### src/rtl/fifo_umbral_pkg.sv
// fifo_umbral_pkg
// Shared constants and types for the per-virtual-channel FIFO with
// programmable almost-full / almost-empty thresholds ("umbrales").
// Holds the default geometry, the reset thresholds and the occupancy
// type that the QoS flow-control FSM also uses on its threshold ports.
package fifo_umbral_pkg;

  localparam int DATA_WIDTH_DEF    = 6;
  localparam int ADDR_WIDTH_DEF    = 3;
  localparam int UMBRAL_AF_RST_DEF = 6;
  localparam int UMBRAL_AE_RST_DEF = 1;

  // Occupancy needs one extra bit so that a completely full FIFO
  // (DEPTH words) is distinguishable from an empty one.
  typedef logic [ADDR_WIDTH_DEF:0] count_t;

endpackage

### src/rtl/fifo_umbral_if.sv
// fifo_umbral_if
// Bundles the FIFO's handshake, data and status signals.
//   master : upstream/FSM side, drives init, thresholds, push, data_in, pop
//            and observes data/status.
//   slave  : the FIFO itself.
// Signals:
//   init, umbral_af, umbral_ae : threshold programming
//   push, data_in              : write side
//   pop, data_out, valid_out   : read side (data_out registered)
//   fifo_empty, fifo_full, almost_full, almost_empty, fifo_error, count
interface fifo_umbral_if
  import fifo_umbral_pkg::*;
#(
  parameter int DATA_WIDTH = DATA_WIDTH_DEF,
  parameter int ADDR_WIDTH = ADDR_WIDTH_DEF
);

  logic                  init;
  logic [ADDR_WIDTH:0]   umbral_af;
  logic [ADDR_WIDTH:0]   umbral_ae;
  logic                  push;
  logic [DATA_WIDTH-1:0] data_in;
  logic                  pop;
  logic [DATA_WIDTH-1:0] data_out;
  logic                  valid_out;
  logic                  fifo_empty;
  logic                  fifo_full;
  logic                  almost_full;
  logic                  almost_empty;
  logic                  fifo_error;
  logic [ADDR_WIDTH:0]   count;

  modport master (
    output init, umbral_af, umbral_ae, push, data_in, pop,
    input  data_out, valid_out, fifo_empty, fifo_full,
           almost_full, almost_empty, fifo_error, count
  );

  modport slave (
    input  init, umbral_af, umbral_ae, push, data_in, pop,
    output data_out, valid_out, fifo_empty, fifo_full,
           almost_full, almost_empty, fifo_error, count
  );

endinterface

### src/rtl/fifo_umbral_ram_2p.sv
// ram_2p
// DEPTH x DATA_WIDTH storage with one synchronous write port and one
// registered read port. The read register is the FIFO's data_out and
// holds its value when no read is requested.
// Ports:
//   clk, reset          : clock, async active-high reset (read register only)
//   we_i, waddr_i, wdata_i : write port
//   re_i, raddr_i       : read request/address
//   rdata_o             : registered read data
module ram_2p #(
  parameter int DATA_WIDTH = 6,
  parameter int ADDR_WIDTH = 3
) (
  input  logic                  clk,
  input  logic                  reset,
  input  logic                  we_i,
  input  logic [ADDR_WIDTH-1:0] waddr_i,
  input  logic [DATA_WIDTH-1:0] wdata_i,
  input  logic                  re_i,
  input  logic [ADDR_WIDTH-1:0] raddr_i,
  output logic [DATA_WIDTH-1:0] rdata_o
);

  localparam int DEPTH = 2 ** ADDR_WIDTH;

  logic [DATA_WIDTH-1:0] mem_q [DEPTH];
  logic [DATA_WIDTH-1:0] rdata_q;

  // Storage array is deliberately left without reset; the FIFO pointers
  // define which entries are meaningful.
  always_ff @(posedge clk) begin
    if (we_i) begin
      mem_q[waddr_i] <= wdata_i;
    end
  end

  // Read register samples the old contents when read and write hit the
  // same slot, which is what a full FIFO doing push+pop needs.
  always_ff @(posedge clk or posedge reset) begin
    if (reset) begin
      rdata_q <= '0;
    end else if (re_i) begin
      rdata_q <= mem_q[raddr_i];
    end
  end

  assign rdata_o = rdata_q;

endmodule

### src/rtl/fifo_umbral.sv
// fifo_umbral
// Per-virtual-channel packet buffer feeding the QoS flow-control FSM.
// Produces empty/full, almost-full/almost-empty (against thresholds
// latched while init is high) and a sticky overflow/underflow flag.
// Ports:
//   clk   : clock, rising edge
//   reset : asynchronous, active-high
//   bus   : fifo_umbral_if.slave (handshake, data and status)
// Optional feature:
//   FIFO_UMBRAL_ERR_CLR_EN - when defined, an edge with init high also
//   clears fifo_error (a new overflow/underflow on that edge wins).
module fifo_umbral
  import fifo_umbral_pkg::*;
#(
  parameter int DATA_WIDTH    = DATA_WIDTH_DEF,
  parameter int ADDR_WIDTH    = ADDR_WIDTH_DEF,
  parameter int UMBRAL_AF_RST = UMBRAL_AF_RST_DEF,
  parameter int UMBRAL_AE_RST = UMBRAL_AE_RST_DEF
) (
  input logic         clk,
  input logic         reset,
  fifo_umbral_if.slave bus
);

  localparam int              CW      = ADDR_WIDTH + 1;
  localparam logic [CW-1:0]   DEPTH_C = CW'(2 ** ADDR_WIDTH);
  localparam logic [CW-1:0]   AF_RST  = CW'(UMBRAL_AF_RST);
  localparam logic [CW-1:0]   AE_RST  = CW'(UMBRAL_AE_RST);

  logic [ADDR_WIDTH-1:0] wptr_q, wptr_d;
  logic [ADDR_WIDTH-1:0] rptr_q, rptr_d;
  logic [CW-1:0]         count_q, count_d;
  logic [CW-1:0]         af_q, af_d;
  logic [CW-1:0]         ae_q, ae_d;
  logic                  error_q, error_d;
  logic                  valid_q;

  logic isEmpty, isFull, wrEn, rdEn, errEvent;

  assign isEmpty = (count_q == '0);
  assign isFull  = (count_q == DEPTH_C);

  // A pop on a full FIFO frees its slot on the same edge, so the push
  // still fits. Pop on empty never reads; there is no write-through.
  assign rdEn     = bus.pop && !isEmpty;
  assign wrEn     = bus.push && (!isFull || bus.pop);
  assign errEvent = (bus.push && isFull && !bus.pop) || (bus.pop && isEmpty);

  always_comb begin
    wptr_d  = wptr_q;
    rptr_d  = rptr_q;
    count_d = count_q;
    af_d    = af_q;
    ae_d    = ae_q;
    error_d = error_q;
    if (wrEn) begin
      wptr_d = wptr_q + ADDR_WIDTH'(1);
    end
    if (rdEn) begin
      rptr_d = rptr_q + ADDR_WIDTH'(1);
    end
    count_d = count_q + CW'(wrEn) - CW'(rdEn);
    if (bus.init) begin
      af_d = bus.umbral_af;
      ae_d = bus.umbral_ae;
    end
`ifdef FIFO_UMBRAL_ERR_CLR_EN
    if (bus.init) begin
      error_d = 1'b0;
    end
`endif
    if (errEvent) begin
      error_d = 1'b1;
    end
  end

  always_ff @(posedge clk or posedge reset) begin
    if (reset) begin
      wptr_q  <= '0;
      rptr_q  <= '0;
      count_q <= '0;
      af_q    <= AF_RST;
      ae_q    <= AE_RST;
      error_q <= 1'b0;
      valid_q <= 1'b0;
    end else begin
      wptr_q  <= wptr_d;
      rptr_q  <= rptr_d;
      count_q <= count_d;
      af_q    <= af_d;
      ae_q    <= ae_d;
      error_q <= error_d;
      valid_q <= rdEn;
    end
  end

  ram_2p #(
    .DATA_WIDTH(DATA_WIDTH),
    .ADDR_WIDTH(ADDR_WIDTH)
  ) u_ram (
    .clk    (clk),
    .reset  (reset),
    .we_i   (wrEn),
    .waddr_i(wptr_q),
    .wdata_i(bus.data_in),
    .re_i   (rdEn),
    .raddr_i(rptr_q),
    .rdata_o(bus.data_out)
  );

  // A threshold above DEPTH simply never matches almost_full.
  assign bus.valid_out    = valid_q;
  assign bus.fifo_empty   = isEmpty;
  assign bus.fifo_full    = isFull;
  assign bus.almost_full  = (count_q >= af_q);
  assign bus.almost_empty = (count_q <= ae_q);
  assign bus.fifo_error   = error_q;
  assign bus.count        = count_q;

endmodule
### src/flat_wrapper.sv
// flat-port wrapper written by rule: the top's interface ports become plain ports
module fifo_umbral_flat import fifo_umbral_pkg::*;
#(
  parameter int DATA_WIDTH    = DATA_WIDTH_DEF,
  parameter int ADDR_WIDTH    = ADDR_WIDTH_DEF,
  parameter int UMBRAL_AF_RST = UMBRAL_AF_RST_DEF,
  parameter int UMBRAL_AE_RST = UMBRAL_AE_RST_DEF
)
  (clk, reset, bus_init, bus_umbral_af, bus_umbral_ae, bus_push, bus_data_in, bus_pop, bus_data_out, bus_valid_out, bus_fifo_empty, bus_fifo_full, bus_almost_full, bus_almost_empty, bus_fifo_error, bus_count);
  fifo_umbral_if #(.DATA_WIDTH(DATA_WIDTH), .ADDR_WIDTH(ADDR_WIDTH)) bus_i ();
  input logic clk;
  input logic reset;
  input wire logic [$bits(bus_i.init)-1:0] bus_init;
  input wire logic [$bits(bus_i.umbral_af)-1:0] bus_umbral_af;
  input wire logic [$bits(bus_i.umbral_ae)-1:0] bus_umbral_ae;
  input wire logic [$bits(bus_i.push)-1:0] bus_push;
  input wire logic [$bits(bus_i.data_in)-1:0] bus_data_in;
  input wire logic [$bits(bus_i.pop)-1:0] bus_pop;
  output wire logic [$bits(bus_i.data_out)-1:0] bus_data_out;
  output wire logic [$bits(bus_i.valid_out)-1:0] bus_valid_out;
  output wire logic [$bits(bus_i.fifo_empty)-1:0] bus_fifo_empty;
  output wire logic [$bits(bus_i.fifo_full)-1:0] bus_fifo_full;
  output wire logic [$bits(bus_i.almost_full)-1:0] bus_almost_full;
  output wire logic [$bits(bus_i.almost_empty)-1:0] bus_almost_empty;
  output wire logic [$bits(bus_i.fifo_error)-1:0] bus_fifo_error;
  output wire logic [$bits(bus_i.count)-1:0] bus_count;
  assign bus_i.init = bus_init;
  assign bus_i.umbral_af = bus_umbral_af;
  assign bus_i.umbral_ae = bus_umbral_ae;
  assign bus_i.push = bus_push;
  assign bus_i.data_in = bus_data_in;
  assign bus_i.pop = bus_pop;
  assign bus_data_out = bus_i.data_out;
  assign bus_valid_out = bus_i.valid_out;
  assign bus_fifo_empty = bus_i.fifo_empty;
  assign bus_fifo_full = bus_i.fifo_full;
  assign bus_almost_full = bus_i.almost_full;
  assign bus_almost_empty = bus_i.almost_empty;
  assign bus_fifo_error = bus_i.fifo_error;
  assign bus_count = bus_i.count;
  fifo_umbral #(.DATA_WIDTH(DATA_WIDTH), .ADDR_WIDTH(ADDR_WIDTH), .UMBRAL_AF_RST(UMBRAL_AF_RST), .UMBRAL_AE_RST(UMBRAL_AE_RST)) u_core (.clk(clk), .reset(reset), .bus(bus_i));
endmodule
### config.mk
export PLATFORM = sky130hd
export DESIGN_NAME = fifo_umbral_flat
export DESIGN_NICKNAME = d
export VERILOG_FILES = /design/src/rtl/fifo_umbral_pkg.sv /design/src/rtl/fifo_umbral_if.sv /design/src/rtl/fifo_umbral_ram_2p.sv /design/src/rtl/fifo_umbral.sv /design/src/flat_wrapper.sv
export SDC_FILE = /design/constraint.sdc
export NUM_CORES = 1
export LEC_CHECK = 0
export BUFFER_PORTS_ARGS = -buffer_cell sky130_fd_sc_hd__buf_2
export CORE_MARGIN = 2
export CORE_UTILIZATION = 37
export DETAILED_ROUTE_END_ITERATION = 8
export HOLD_SLACK_MARGIN = 0.03
export SLEW_MARGIN = 20
export SYNTH_ARGS = -nofsm -noshare
export SYNTH_HDL_FRONTEND = slang
export SYNTH_SLANG_ARGS = --single-unit
### constraint.sdc
create_clock -name clk -period 2.6 [get_ports clk]
set_input_delay 0.13 -clock clk [delete_from_list [all_inputs] [get_ports clk]]
set_output_delay 0.13 -clock clk [all_outputs]
set_load 0.01 [all_outputs]
==> reports/results.ini <==
[run_status]
status = completed

[die]
die_width_um = 97.26
ioPinCount = 35
core_area_um2 = 8593
die-area_um2 = 9460
die_h_um = 97.26
row_count = 34
start_util = 0.3745

[place]
placed_cells = 370
dp_slack_ns = 0.3255
gp_congestion = 0.7728
placed_area_um2 = 3508
dpl.hpwl_um = 4130
io_buffers = 34

[sta]
worst_slew_pin_slew_ns = 0.8883
layout_setup_ws_ns = 0.3020
drv_slew = 0
hold-worst-slack_ns = 0.06927
finalSetupViolCount = 0
post-route-min-period_ns = 2.298
fmax_mhz = 435.2
hold_viol_final = 0
clock_skew_ns = 0.01270
rsz0062_at_grt = no
maxSlewHeadroom = 0.4032
timing.final.crit_share = 0.8838
fin_tns_setup_ns = 0

[logic_synthesis]
yosysWarnings = 0
syn_nets = 266
yosysUniqueCellTypes = 35
syn_inst = 230
ys.flop_type = edfxtp_1
synth_seq_area_share = 0.6512
syn_area_um2 = 3218
synth-edff-count = 48
ys_ff_latch = 74
syn_avg_cell_area_um2 = 13.99
synthArstFlopShare = 0.3514

[clock_network]
cts_resized = 0
clock-root-buffer = clkbuf_8
htreeDepth = 3
cts_setup_buffers = 0
worstSkewPairLatency_ns = 0.34
cts_inserted_buffers = 9
cts.sinks = 74
cts.clk_slew.worst_paths_ns = 0.08
clock_path_buffers = 2
cts_tree = yes

[routing]
num_vias = 1855
drt_iter0_drc = 145
route.detailed.drc = 0
viasPerCell = 4.696
antenna_left = 0
dr.pass1.iters = 4
wl_um = 6021
wire_per_inst_um = 15.24

[final_layout]
finalNonFillerCells = 395
drive_gt1_frac = 0.2334
fillers = 800
multiInputGateArea_um2 = 991.0
seq_area_um2 = 2096
synthToLayoutAreaGrowth_pct = 19.52
stdcell_area_um2 = 3846
diodes = 0
final_nets = 318
fin_util = 0.4476

[global_routing]
grt_use_met3 = 0.02086
use_met2 = 0.2222
grt.busiest_layer = met2
met1_usage = 0.1887
antenna_found_initial = 0
grt_first_pass_wirelength_um = 10140
grt-ovfl-total = 0
grt_pass1_vias = 1963
grt_start_max_net_pins = 27
track_usage = 0.1401

[run]
drv_cap = 0

[worst_hold_path]
hp-class = input pin to flip-flop
hold_depth = 1

[setup_path]
start_kind = flip-flop
cp.arrival_ns = 2.26
worst_r2r_path_depth = 7
cp_data_required_time_ns = 2.57
end_kind = flip-flop
path_max_fanout = 6
setup.worst_path.class = flip-flop to flip-flop

[power_and_ir_drop]
p_total_mw = 4.099
vdd_drop_max_v = 0.0003185
powerDensity_nw_per_um2 = 1066
p_leak_nw = 1.632

[state kept, by name, indices dropped and copies added (netlist names)]
signal,cells
u_core.wptr_q,3
u_core.ae_q,4
u_core.u_ram.mem_q,48
u_core.af_q,4
u_core.bus.fifo_error,1
u_core.rptr_q,3
u_core.u_ram.rdata_o,6
u_core.bus.valid_out,1
u_core.bus.count,4
[Yosys cell counts (2+ instances only)]
cell | instances | area (um2)
dfstp_2 | 3 | 78.83
xor2_1 | 2 | 17.52
a22oi_1 | 12 | 90.09
nor3_1 | 2 | 10.01
edfxtp_1 | 48 | 1441
o21a_1 | 2 | 15.01
nand2b_1 | 3 | 18.77
buf_6 | 2 | 22.52
mux2_2 | 3 | 33.78
xnor2_1 | 3 | 26.28
a21oi_1 | 2 | 10.01
nor2_1 | 8 | 30.03
a21o_1 | 4 | 30.03
inv_1 | 22 | 82.58
buf_4 | 2 | 15.01
o21ai_1 | 6 | 30.03
ha_1 | 16 | 200.2
and2_1 | 2 | 12.51
nand3_1 | 6 | 30.03
nor2b_1 | 3 | 18.77
o21ai_0 | 7 | 35.03
nand2_1 | 13 | 48.80
nand2_2 | 2 | 12.51
mux2i_1 | 24 | 240.2
dfrtp_1 | 23 | 575.6
[cell usage in the layout (no fill, tap or decap), types with 6 or more instances in the layout]
| cell | instances |
|---|---|
| clkbuf_8 | 9 |
| o21ai_1 | 6 |
| dlygate4sd3_1 | 9 |
| dfrtp_1 | 23 |
| o21ai_0 | 7 |
| nor2_1 | 8 |
| buf_2 | 34 |
| a22oi_1 | 12 |
| mux2i_1 | 24 |
| nand3_1 | 6 |
| nand2_1 | 13 |
| inv_1 | 22 |
| ha_1 | 16 |
| edfxtp_1 | 48 |
[where the power goes]
part	switching, mW	internal [mW]	leakage, nW
combinational	0.768	0.602	0.774
clock	0.438	0.646	0.120
sequential	0.137	1.51	0.738
total	1.34	2.76	1.63
[per-layer routing]
layer  wire, um  up-vias
met2       2961       25
li1           -      925
met5          0        -
met3        116        6
met4         91        0
met1       2851      899
[cells by family after synthesis]
family / after synthesis / synth area share
compound gates: 36 / 0.07621
xor+xnor: 5 / 0.01361
fa+ha+maj: 17 / 0.06843
buf+inv: 29 / 0.04082
flops: 74 / 0.6512
mux: 27 / 0.08515
simple gates: 42 / 0.06454
[worst max-delay path, stage by stage, from the launching register on]
cell and delay, ns:
dfrtp_1 0.41, inv_1 0.10, ha_1 0.21, or3b_4 0.25, o21ai_4 0.06, inv_2 0.11, nand2b_2 0.10, nor3_1 0.69
[final timing paths]
| check | start | end | slack [ns] |
|---|---|---|---|
| worst min register to register | u_core.bus.fifo_error | u_core.bus.fifo_error | 0.49 |
| worst max-delay path | u_core.bus.count[2] | u_core.u_ram.mem_q[0][0] | 0.30 |
| min in group asynchronous | reset | u_core.ae_q[2] | 0.40 |
| max in group asynchronous | reset | u_core.ae_q[0] | 1.52 |
| worst max register to register | u_core.bus.count[2] | u_core.u_ram.mem_q[0][0] | 0.30 |
| worst min-delay path | bus_data_in[0] | u_core.u_ram.mem_q[2][0] | 0.07 |
[timing repair]
| item | CTS | global route |
|---|---|---|
| hold buffers | 9 | 0 |
| endpoints found under the setup margin | 0 | 0 |
| endpoints found under the hold margin | 21 | 0 |
[final cells by class]
| type | count | share of cell area |
|---|---|---|
| clock inverter | 7 | 0.03221 |
| multi-input combinational | 127 | 0.2576 |
| tap | 108 | 0.03513 |
| clock buffer | 9 | 0.03221 |
| inverter | 23 | 0.02245 |
| sequential | 74 | 0.5449 |
| timing repair buffer | 47 | 0.07547 |
Power figures use the tool's default switching activity.
